[config.mk]
export PLATFORM = sky130hd
export DESIGN_NAME = cycle_seq
export DESIGN_NICKNAME = d
export VERILOG_FILES = /design/src/rtl/cycle_pkg.sv /design/src/rtl/cycle_seq_step_edge.sv /design/src/rtl/cycle_seq.sv
export SDC_FILE = /design/constraint.sdc
export NUM_CORES = 1
export LEC_CHECK = 0
export CAP_MARGIN = 10
export CELL_PAD_IN_SITES_DETAIL_PLACEMENT = 0
export CELL_PAD_IN_SITES_GLOBAL_PLACEMENT = 1
export CORE_MARGIN = 5
export CORE_UTILIZATION = 30
export DETAILED_ROUTE_END_ITERATION = 10
export PLACE_DENSITY_LB_ADDON = 0.1
export RECOVER_POWER = 50
export SKIP_LAST_GASP = 1
export SLEW_MARGIN = 10
export SYNTH_ARGS = -nofsm -noshare
export SYNTH_HDL_FRONTEND = slang
export SYNTH_SLANG_ARGS = --single-unit
[constraint.sdc]
create_clock -name clk -period 1.94 [get_ports clk]
set_input_delay 0.388 -clock clk [delete_from_list [all_inputs] [get_ports clk]]
set_output_delay 0.388 -clock clk [all_outputs]
set_load 0.05 [all_outputs]
[src/rtl/cycle_pkg.sv]
// Shared encodings for the instruction-cycle sequencer: subcycle phases and
// control FSM states.
package cycle_pkg;

    localparam logic [2:0] PH_A1 = 3'd0;
    localparam logic [2:0] PH_A2 = 3'd1;
    localparam logic [2:0] PH_A3 = 3'd2;
    localparam logic [2:0] PH_M1 = 3'd3;
    localparam logic [2:0] PH_M2 = 3'd4;
    localparam logic [2:0] PH_X1 = 3'd5;
    localparam logic [2:0] PH_X2 = 3'd6;
    localparam logic [2:0] PH_X3 = 3'd7;

    typedef enum logic [1:0] {
        ST_PARK = 2'd0,
        ST_RUN  = 2'd1,
        ST_STEP = 2'd2
    } state_t;

endpackage

[src/rtl/cycle_seq_step_edge.sv]
// Two-flop synchronizer plus rising-edge detect for an asynchronous,
// already-debounced button; pulse is high for one clk per press.
module step_edge (
    input  logic clk,
    input  logic rst,
    input  logic din,
    output logic pulse
);

    logic meta;
    logic synced;
    logic synced_prev;

    always_ff @(posedge clk or posedge rst) begin
        if (rst) begin
            meta        <= 1'b0;
            synced      <= 1'b0;
            synced_prev <= 1'b0;
        end else begin
            meta        <= din;
            synced      <= meta;
            synced_prev <= synced;
        end
    end

    assign pulse = synced & ~synced_prev;

endmodule

[src/rtl/cycle_seq.sv]
// Instruction-cycle sequencer: turns divider ticks into the eight subcycles
// A1..X3, with free-run and single-instruction-cycle step modes.
module cycle_seq
    import cycle_pkg::*;
#(
    parameter int CNT_W = 16
) (
    input  logic             clk,
    input  logic             rst,
    input  logic             tick,
    input  logic             run_mode,
    input  logic             step_req,
    output logic [2:0]       phase,
    output logic [7:0]       phase_oh,
    output logic             sync,
    output logic             sub_en,
    output logic [CNT_W-1:0] cycle_cnt,
    output logic             parked
);

    state_t     state;
    state_t     state_nxt;
    logic       step_pulse;
    logic       adv;
    logic       wrap;

    step_edge u_step_edge (
        .clk   (clk),
        .rst   (rst),
        .din   (step_req),
        .pulse (step_pulse)
    );

    // Mode changes are only honoured at the X3->A1 boundary; step edges seen
    // outside PARK are dropped rather than queued.
    always_comb begin
        state_nxt = state;
        adv       = 1'b0;
        wrap      = 1'b0;
        case (state)
            ST_PARK: begin
                if (run_mode) begin
                    state_nxt = ST_RUN;
                end else if (step_pulse) begin
                    state_nxt = ST_STEP;
                end
            end
            ST_RUN: begin
                adv  = tick;
                wrap = tick && (phase == PH_X3);
                if (wrap && !run_mode) begin
                    state_nxt = ST_PARK;
                end
            end
            ST_STEP: begin
                adv  = tick;
                wrap = tick && (phase == PH_X3);
                if (wrap) begin
                    state_nxt = run_mode ? ST_RUN : ST_PARK;
                end
            end
            default: state_nxt = ST_PARK;
        endcase
    end

    always_ff @(posedge clk or posedge rst) begin
        if (rst) begin
            state     <= ST_PARK;
            phase     <= PH_A1;
            sub_en    <= 1'b0;
            cycle_cnt <= '0;
        end else begin
            state  <= state_nxt;
            sub_en <= adv;
            if (adv) begin
                phase <= phase + 3'd1;
            end
            if (wrap) begin
                cycle_cnt <= cycle_cnt + CNT_W'(1);
            end
        end
    end

    // Pure decodes of registered state, so no added latency or glitches.
    assign phase_oh = 8'b1 << phase;
    assign sync     = (phase == PH_X3);
    assign parked   = (state == ST_PARK);

endmodule
==> results of run 1 <==
[cell usage in the layout, fill, tap and decap left out, drive strengths merged]
cell	instances
a21boi	1
a21o	1
a21oi	2
and2	3
and3	2
and4	2
buf	19
clkbuf	12
clkdlybuf4s50	5
clkinvlp	1
dfrtp	25
dlygate4sd3	2
dlymetal6s2s	1
ha	10
inv	7
mux2	1
nand2	10
nand2b	1
nand3	4
nand4	5
nor2	2
nor2b	4
nor3	2
o21ai	3
o22ai	1
or2	1
xnor2	12
xor2	4
[metal layers]
| metal | wire [um] | part of all wire |
|---|---|---|
| met1 | 1098 | 0.45 |
| met2 | 1171 | 0.48 |
| met3 | 134 | 0.055 |
| met4 | 35 | 0.014 |
| met5 | 0 | 0 |
[layout make-up]
type	instances	area, um2	share of cell area
flip-flops and latches	25	629.4	0.3672
multi-input cells	71	561.8	0.3277
repair buffers	36	385.4	0.2248
well taps	50	62.56	0.03650
clock buffers	3	41.29	0.02409
inverters	7	26.28	0.01533
clock inverters	1	7.507	0.004380
[stage by stage]
step,instance area [um2],power (W)
2_1_floorplan,1225,0.001487
3_3_place_gp,1695,0.002022
3_5_place_dp,1695,0.002025
4_1_cts,1744,0.002359
5_1_grt,1714,0.002448
6_report,1714,0.002303
[flip-flops by register name, summed over array words and instances, names as in the netlist]
signal,cells
cycle_cnt,16
phase,3
state,2
sub_en,1
u_step_edge.meta,1
u_step_edge.synced,1
u_step_edge.synced_prev,1
[power by group]
| part | leakage, nW | switching (W) | internal, W | total [W] |
|---|---|---|---|---|
| Combinational | 0.477 | 0.000763 | 0.000529 | 0.00129 |
| Sequential | 0.329 | 0.0000935 | 0.000605 | 0.000698 |
| Clock | 0.0217 | 0.000167 | 0.000145 | 0.000312 |
| Total | 0.828 | 0.00102 | 0.00128 | 0.00230 |
[worst min path at each step]
stage / start / end / slack, ps / cells past startpoint
final: u_step_edge.meta$_DFF_PP0_ / u_step_edge.synced$_DFF_PP0_ / 360 / 0
after global routing: u_step_edge.meta$_DFF_PP0_ / u_step_edge.synced$_DFF_PP0_ / 380 / 0
after CTS: u_step_edge.meta$_DFF_PP0_ / u_step_edge.synced$_DFF_PP0_ / 360 / 0
after detailed placement: u_step_edge.meta$_DFF_PP0_ / u_step_edge.synced$_DFF_PP0_ / 340 / 0
after global placement: u_step_edge.meta$_DFF_PP0_ / u_step_edge.synced$_DFF_PP0_ / 340 / 0
after floorplan: u_step_edge.meta$_DFF_PP0_ / u_step_edge.synced$_DFF_PP0_ / 330 / 0
[cells in the mapped netlist (all sizes together)]
cell type  instances  area share
dfrtp             25        0.52
xnor2             12       0.087
ha                10        0.10
nand2             10       0.031
inv                7       0.022
nand4              5       0.036
nand3              4       0.021
nor2b              4       0.021
xor2               4       0.029
and2               3       0.016
o21ai              3       0.012
a21oi              2      0.0083
and3               2       0.010
and4               2       0.014
nor2               2      0.0062
nor3               2       0.022
a21boi             1      0.0062
a21o               1      0.0062
buf                1      0.0062
mux2               1      0.0093
nand2b             1      0.0052
o22ai              1      0.0052
or2                1      0.0052
[cell families (layout without fill, tap and decap cells)]
kind of cell / count (synthesis) / in the layout / synth area share
simple gates: 36 / 36 / 0.1874
xor+xnor: 16 / 16 / 0.1159
mux: 1 / 1 / 0.009316
fa+ha+maj: 10 / 10 / 0.1035
buf+inv: 8 / 47 / 0.02796
compound gates: 8 / 8 / 0.03831
flops: 25 / 25 / 0.5176
[timing repair]
| action | CTS | global route |
|---|---|---|
| hold buffers | 0 | 0 |
| gates resized for setup | 0 | 1 |
| endpoints found under the setup margin | 0 | 1 |
==> flow_metrics.py, run 1 <==
metrics = {
    "floorplanning": {
        "std_cell_core_area_um2": 3943,
        "total_die_area_um2": 5399,
        "initial_core_util": 0.3066,
        "die_width_um": 73.48,
        "placement_rows": 23,
        "chipHeight_um": 73.48,
        "io_pins": 35,
    },
    "worst_setup_path": {
        "critical_path.slowest_cell": "sky130_fd_sc_hd__clkdlybuf4s50_1",
        "rr_endpoint": "cycle_cnt[9]$_DFFE_PP0P_",
        "crit_family": "buffers and inverters",
        "timing.critical_path.to": "phase[1]",
        "timing.critical_path.to_type": "output pin",
        "worst_ep_arrival_time_ps": 1480,
        "buf_inv_stages_crit_path": 1,
        "crit_chain": "clkdlybuf4s50_1",
        "first_element_of_the_critical_path": "phase[1]$_DFFE_PP0P_",
        "worstRegToRegCells": 6,
        "timing_worst_setup_path_type": "reg -> out",
        "cpPeakStageDelay_ps": 810,
        "critical_path_peak_fanout": 4,
        "crit_path_start_kind": "flip-flop",
        "cp_data_required_time_ps": 1550,
        "cp.depth": 1,
        "setup.reg_to_reg.worst_slack_ps": 160,
        "r2r_start": "phase[0]$_DFFE_PP0P_",
    },
    "cts": {
        "clock-sinks": 25,
        "cts.reportedPaths.clkPinSlew_ps": 90,
        "cts.repair_timing.setup_buffer_count": 0,
        "cts-buffers-inserted": 3,
        "cts_root_buffer": "sky130_fd_sc_hd__clkbuf_8",
        "clock_tree.htree_level_count": 1,
        "cts_tree": "built",
        "clk_latency_ps": 270,
        "max-clock-path-buffers": 2,
    },
    "placement": {
        "portBuffers": 34,
        "place.gp.congestion": 0.7197,
        "hpwlAfterDp_mm": 1.933,
        "place_worst_setup_slack_ps": 83.93,
        "dpl.cell_count": 189,
    },
    "power": {
        "max-vdd-ir-drop_v": 0.0008564,
        "leakage_nw": 0.8280,
        "power_density_nw_per_um2": 1344,
    },
    "synth": {
        "synth_cells": 104,
        "yosysWarnings": 0,
        "ys_seq_elements": 25,
        "synthDistinctLibCells": 26,
        "mappedNetlistArea_um2": 1209,
        "postSynthNetCount": 119,
        "synth.yosys.seq_area_share": 0.5176,
        "mean_syn_cell_area_um2": 11.62,
    },
    "sta": {
        "clock.fmax_mhz": 536.2,
        "worst_path_setup_slack_after_routing_ps": 75.03,
        "finalHoldViolCount": 0,
        "relSlewSlack": 0.5826,
        "timing.clock.skew_ps": 3.840,
        "setup_tns_ps": 0,
        "part_of_the_cycle_the_worst_path_needs": 0.9613,
        "rsz_0062_raised_after_global_routing": "false",
        "setup_viol_count_final": 0,
        "worst-slew-pin-transition_ps": 626.1,
        "min_period_ps": 1865,
        "maxSlewViolCount": 0,
        "hold-worst-slack_ps": 355.7,
    },
    "layout": {
        "filler_cell_count_in_the_final_layout": 394,
        "nNetsFinal": 159,
        "syn_to_final_growth_pct": 41.82,
        "num_antenna_cells": 0,
        "final_layout_size_suffix_gt1_frac": 0.2448,
        "layoutNonFillerInstCount": 193,
        "postLayoutCoreUtil": 0.4348,
    },
    "global_route": {
        "grt_use_met2": 0.1693,
        "global_routing_s_busiest_layer": "met2",
        "via_count_of_the_first_global_routing_pass": 920,
        "grt_use_met3": 0.03146,
        "global_route_wire_length_before_repair_mm": 4.319,
        "grt_antenna_before_repair": 0,
        "grt_start_max_net_pins": 26,
        "globalRouteMet1Util": 0.1315,
        "global_route.overflow_total": 0,
        "grt.total_usage": 0.1044,
    },
    "detailed_routing": {
        "postRouteAntennaNets": 0,
        "detail_route.wl_per_cell_um": 12.64,
        "num_vias": 854,
        "drc_errors": 0,
        "drt_iter0_markers": 12,
        "post_detailed_routing_wire_length_mm": 2.439,
        "drt_pre_antenna_iters": 2,
        "detail_route.vias_per_cell": 4.425,
    },
    "run_status": {
        "outcome": "finished clean",
    },
    "min_path": {
        "hold_path.class": "reg -> reg",
    },
    "flow_run": {
        "timing.max_cap.violations": 0,
    },
}
No activity file was read; power rests on OpenSTA's default activity.
==> inputs of run 2 (changes only) <==
--- a/config.mk
+++ b/config.mk
@@ -10,6 +10,8 @@
 export CELL_PAD_IN_SITES_GLOBAL_PLACEMENT = 1
 export CORE_MARGIN = 5
 export CORE_UTILIZATION = 30
+export CTS_BUF_LIST = sky130_fd_sc_hd__clkbuf_8
+export CTS_CLUSTER_DIAMETER = 120
 export DETAILED_ROUTE_END_ITERATION = 10
 export PLACE_DENSITY_LB_ADDON = 0.1
 export RECOVER_POWER = 50
==> results of run 2 <==
Same layout as run 1: the final DEF is identical, and so are final timing and power.
==> inputs of run 3 (changes only) <==
--- a/config.mk
+++ b/config.mk
@@ -5,17 +5,16 @@
 export SDC_FILE = /design/constraint.sdc
 export NUM_CORES = 1
 export LEC_CHECK = 0
+export ABC_CLOCK_PERIOD_IN_PS = 1940
 export CAP_MARGIN = 10
 export CELL_PAD_IN_SITES_DETAIL_PLACEMENT = 0
 export CELL_PAD_IN_SITES_GLOBAL_PLACEMENT = 1
-export CORE_MARGIN = 5
 export CORE_UTILIZATION = 30
 export CTS_BUF_LIST = sky130_fd_sc_hd__clkbuf_8
 export CTS_CLUSTER_DIAMETER = 120
 export DETAILED_ROUTE_END_ITERATION = 10
 export PLACE_DENSITY_LB_ADDON = 0.1
 export RECOVER_POWER = 50
-export SKIP_LAST_GASP = 1
 export SLEW_MARGIN = 10
 export SYNTH_ARGS = -nofsm -noshare
 export SYNTH_HDL_FRONTEND = slang
==> run 3 against run 2 <==
Effect of this change:
- clock power is 4% lower
- wire length is 3.7% lower
- sequential power hardly changed
- power is 0.53% lower
- setup slack better by 15 ps
- largest power group unchanged
- final area is 1.1% lower
- global-route usage is 2.3 points higher
- critical path type unchanged
- critical endpoint unchanged
==> flow_metrics.py, run 3 (same netlist as run 1, synthesis figures left out) <==
metrics = {
    "layout": {
        "commonest_non_fill_non_tap_cell_in_the_layout": "sky130_fd_sc_hd__dfrtp_1",
        "most-common-layout-cells": "sky130_fd_sc_hd__dfrtp_1 (22), sky130_fd_sc_hd__xnor2_1 (12), sky130_fd_sc_hd__nand2_1 (10), sky130_fd_sc_hd__buf_12 (10)",
        "final_layout_size_suffix_gt1_frac": 0.2394,
        "flip_flop_count_of_the_largest_register_all_copies_and_words_added": 16,
        "register_with_the_most_flip_flops": "cycle_cnt",
        "nNetsFinal": 158,
        "num_antenna_cells": 0,
        "syn_to_final_growth_pct": 40.27,
        "postLayoutCoreUtil": 0.4496,
        "layout_top_registers": "cycle_cnt: 16 flops, phase: 3 flops, state: 2 flops",
    },
    "min_path": {
        "whs_path_cells": 0,
        "hold_path.class": "reg -> reg",
    },
    "placement": {
        "portBuffers": 34,
        "hpwlAfterDp_mm": 1.807,
        "place.gp.congestion": 0.6742,
        "place_worst_setup_slack_ps": 79.55,
    },
    "sta": {
        "clock.fmax_mhz": 540.6,
        "timing.clock.skew_ps": 3.923,
        "rsz_0062_raised_after_global_routing": "false",
        "min_period_ps": 1850,
        "finalHoldViolCount": 0,
        "setup_viol_count_final": 0,
        "setup_tns_ps": 0,
        "relSlewSlack": 0.5829,
        "worst_path_setup_slack_after_routing_ps": 90.33,
        "worst-slew-pin-transition_ps": 625.6,
        "maxSlewViolCount": 0,
        "part_of_the_cycle_the_worst_path_needs": 0.9534,
    },
    "power": {
        "net_sw_frac": 0.4421,
        "max-vdd-ir-drop_v": 0.0008221,
        "pwr-share-comb": 0.565,
        "internal_power_w": 0.001278,
        "power_density_nw_per_um2": 1351,
        "share_clk_of_total_power": 0.130,
        "total_switching_power_w": 0.001013,
        "leakage_nw": 0.8123,
        "share_of_total_power_in_sequential_cells": 0.305,
    },
    "cts": {
        "clock_tree.htree_level_count": 1,
        "cts_root_buffer": "sky130_fd_sc_hd__clkbuf_8",
        "clk_latency_ps": 260,
        "cts-hold-fix-buffers": 0,
        "cts_resized": 0,
        "cts-buffers-inserted": 3,
        "cts_tree": "built",
        "clock-sinks": 25,
        "cts.reportedPaths.clkPinSlew_ps": 80,
        "max-clock-path-buffers": 2,
        "cts.repair_timing.setup_buffer_count": 0,
    },
    "worst_setup_path": {
        "cp_data_required_time_ps": 1550,
        "critical_path_peak_fanout": 4,
        "crit_chain": "clkdlybuf4s50_1",
        "worst_ep_arrival_time_ps": 1460,
        "crit_family": "buffers and inverters",
        "worstRegToRegCells": 6,
        "cp.depth": 1,
        "crit_path_start_kind": "flip-flop",
        "critical_path.slowest_cell": "sky130_fd_sc_hd__clkdlybuf4s50_1",
        "timing.critical_path.to_type": "output pin",
        "cpPeakStageDelay_ps": 810,
        "timing_worst_setup_path_type": "reg -> out",
        "buf_inv_stages_crit_path": 1,
    },
    "detailed_routing": {
        "drc_errors": 0,
        "detail_route.vias_per_cell": 4.489,
        "drt_pre_antenna_iters": 4,
        "drt_iter0_markers": 24,
        "detail_route.wl_per_cell_um": 12.36,
        "post_detailed_routing_wire_length_mm": 2.348,
        "num_vias": 853,
        "postRouteAntennaNets": 0,
    },
    "global_route": {
        "grt_start_max_net_pins": 26,
        "global_route_wire_length_before_repair_mm": 4.057,
        "grt.total_usage": 0.1270,
        "via_count_of_the_first_global_routing_pass": 793,
        "global_route.overflow_total": 0,
        "grt_antenna_before_repair": 0,
    },
    "floorplanning": {
        "die_width_um": 65.48,
        "total_die_area_um2": 4287,
        "io_pins": 35,
        "initial_core_util": 0.3205,
        "placement_rows": 22,
        "chipHeight_um": 65.48,
        "std_cell_core_area_um2": 3771,
    },
    "run_status": {
        "outcome": "finished clean",
    },
    "flow_run": {
        "timing.max_cap.violations": 0,
    },
}
==> run 3: metal layers <==
layer / track usage / wire length, um / vias to the layer above
met5: 0 / 0 / -
met4: 0.03261 / 13 / 0
met3: 0.04514 / 118 / 2
met2: 0.1778 / 1092 / 18
met1: 0.1832 / 1123 / 415
li1: - / - / 418
==> run 3: layout make-up <==
cell class                      instances  area (um2)
Clock buffer                            3       41.29
Clock inverter                          1       3.754
Fill cell                             371        2076
Inverter                                7       26.28
Multi-Input combinational cell         71       561.8
Sequential cell                        25       629.4
Tap cell                               48       60.06
Timing Repair Buffer                   35       372.9
==> run 3: path summary, 6_finish.rpt <==
| kind | startpoint | endpoint | slack [ps] |
|---|---|---|---|
| worst max-delay path | phase[1]$_DFFE_PP0P_ | phase[1] | 90 |
| worst min-delay path | u_step_edge.meta$_DFF_PP0_ | u_step_edge.synced$_DFF_PP0_ | 370 |
| worst max register to register | phase[0]$_DFFE_PP0P_ | cycle_cnt[10]$_DFFE_PP0P_ | 220 |
| worst min register to register | u_step_edge.meta$_DFF_PP0_ | u_step_edge.synced$_DFF_PP0_ | 370 |
| max in group asynchronous | rst | phase[0]$_DFFE_PP0P_ | 780 |
| min in group asynchronous | rst | cycle_cnt[12]$_DFFE_PP0P_ | 720 |
==> run 3: stage by stage <==
stage / cells / hold WS [ps] / total power, W / cell area [um2]
2_1_floorplan: 104 / 331.2 / 0.001487 / 1225
3_3_place_gp: 186 / 345.5 / 0.002009 / 1683
3_5_place_dp: 186 / 358.4 / 0.002024 / 1683
4_1_cts: 190 / 378.3 / 0.002331 / 1728
5_1_grt: 190 / 386.8 / 0.002444 / 1695
6_report: 190 / 371.6 / 0.002291 / 1695
==> run 3: power groups by stage <==
| stage | logic, W | clock network, W | registers, W |
|---|---|---|---|
| global placement | 0.00130 | 0 | 0.000707 |
| CTS | 0.00132 | 0.000312 | 0.000701 |
| floorplan | 0.000613 | 0 | 0.000874 |
| detailed placement | 0.00131 | 0 | 0.000713 |
| global route | 0.00138 | 0.000341 | 0.000721 |
| finish | 0.00129 | 0.000298 | 0.000699 |
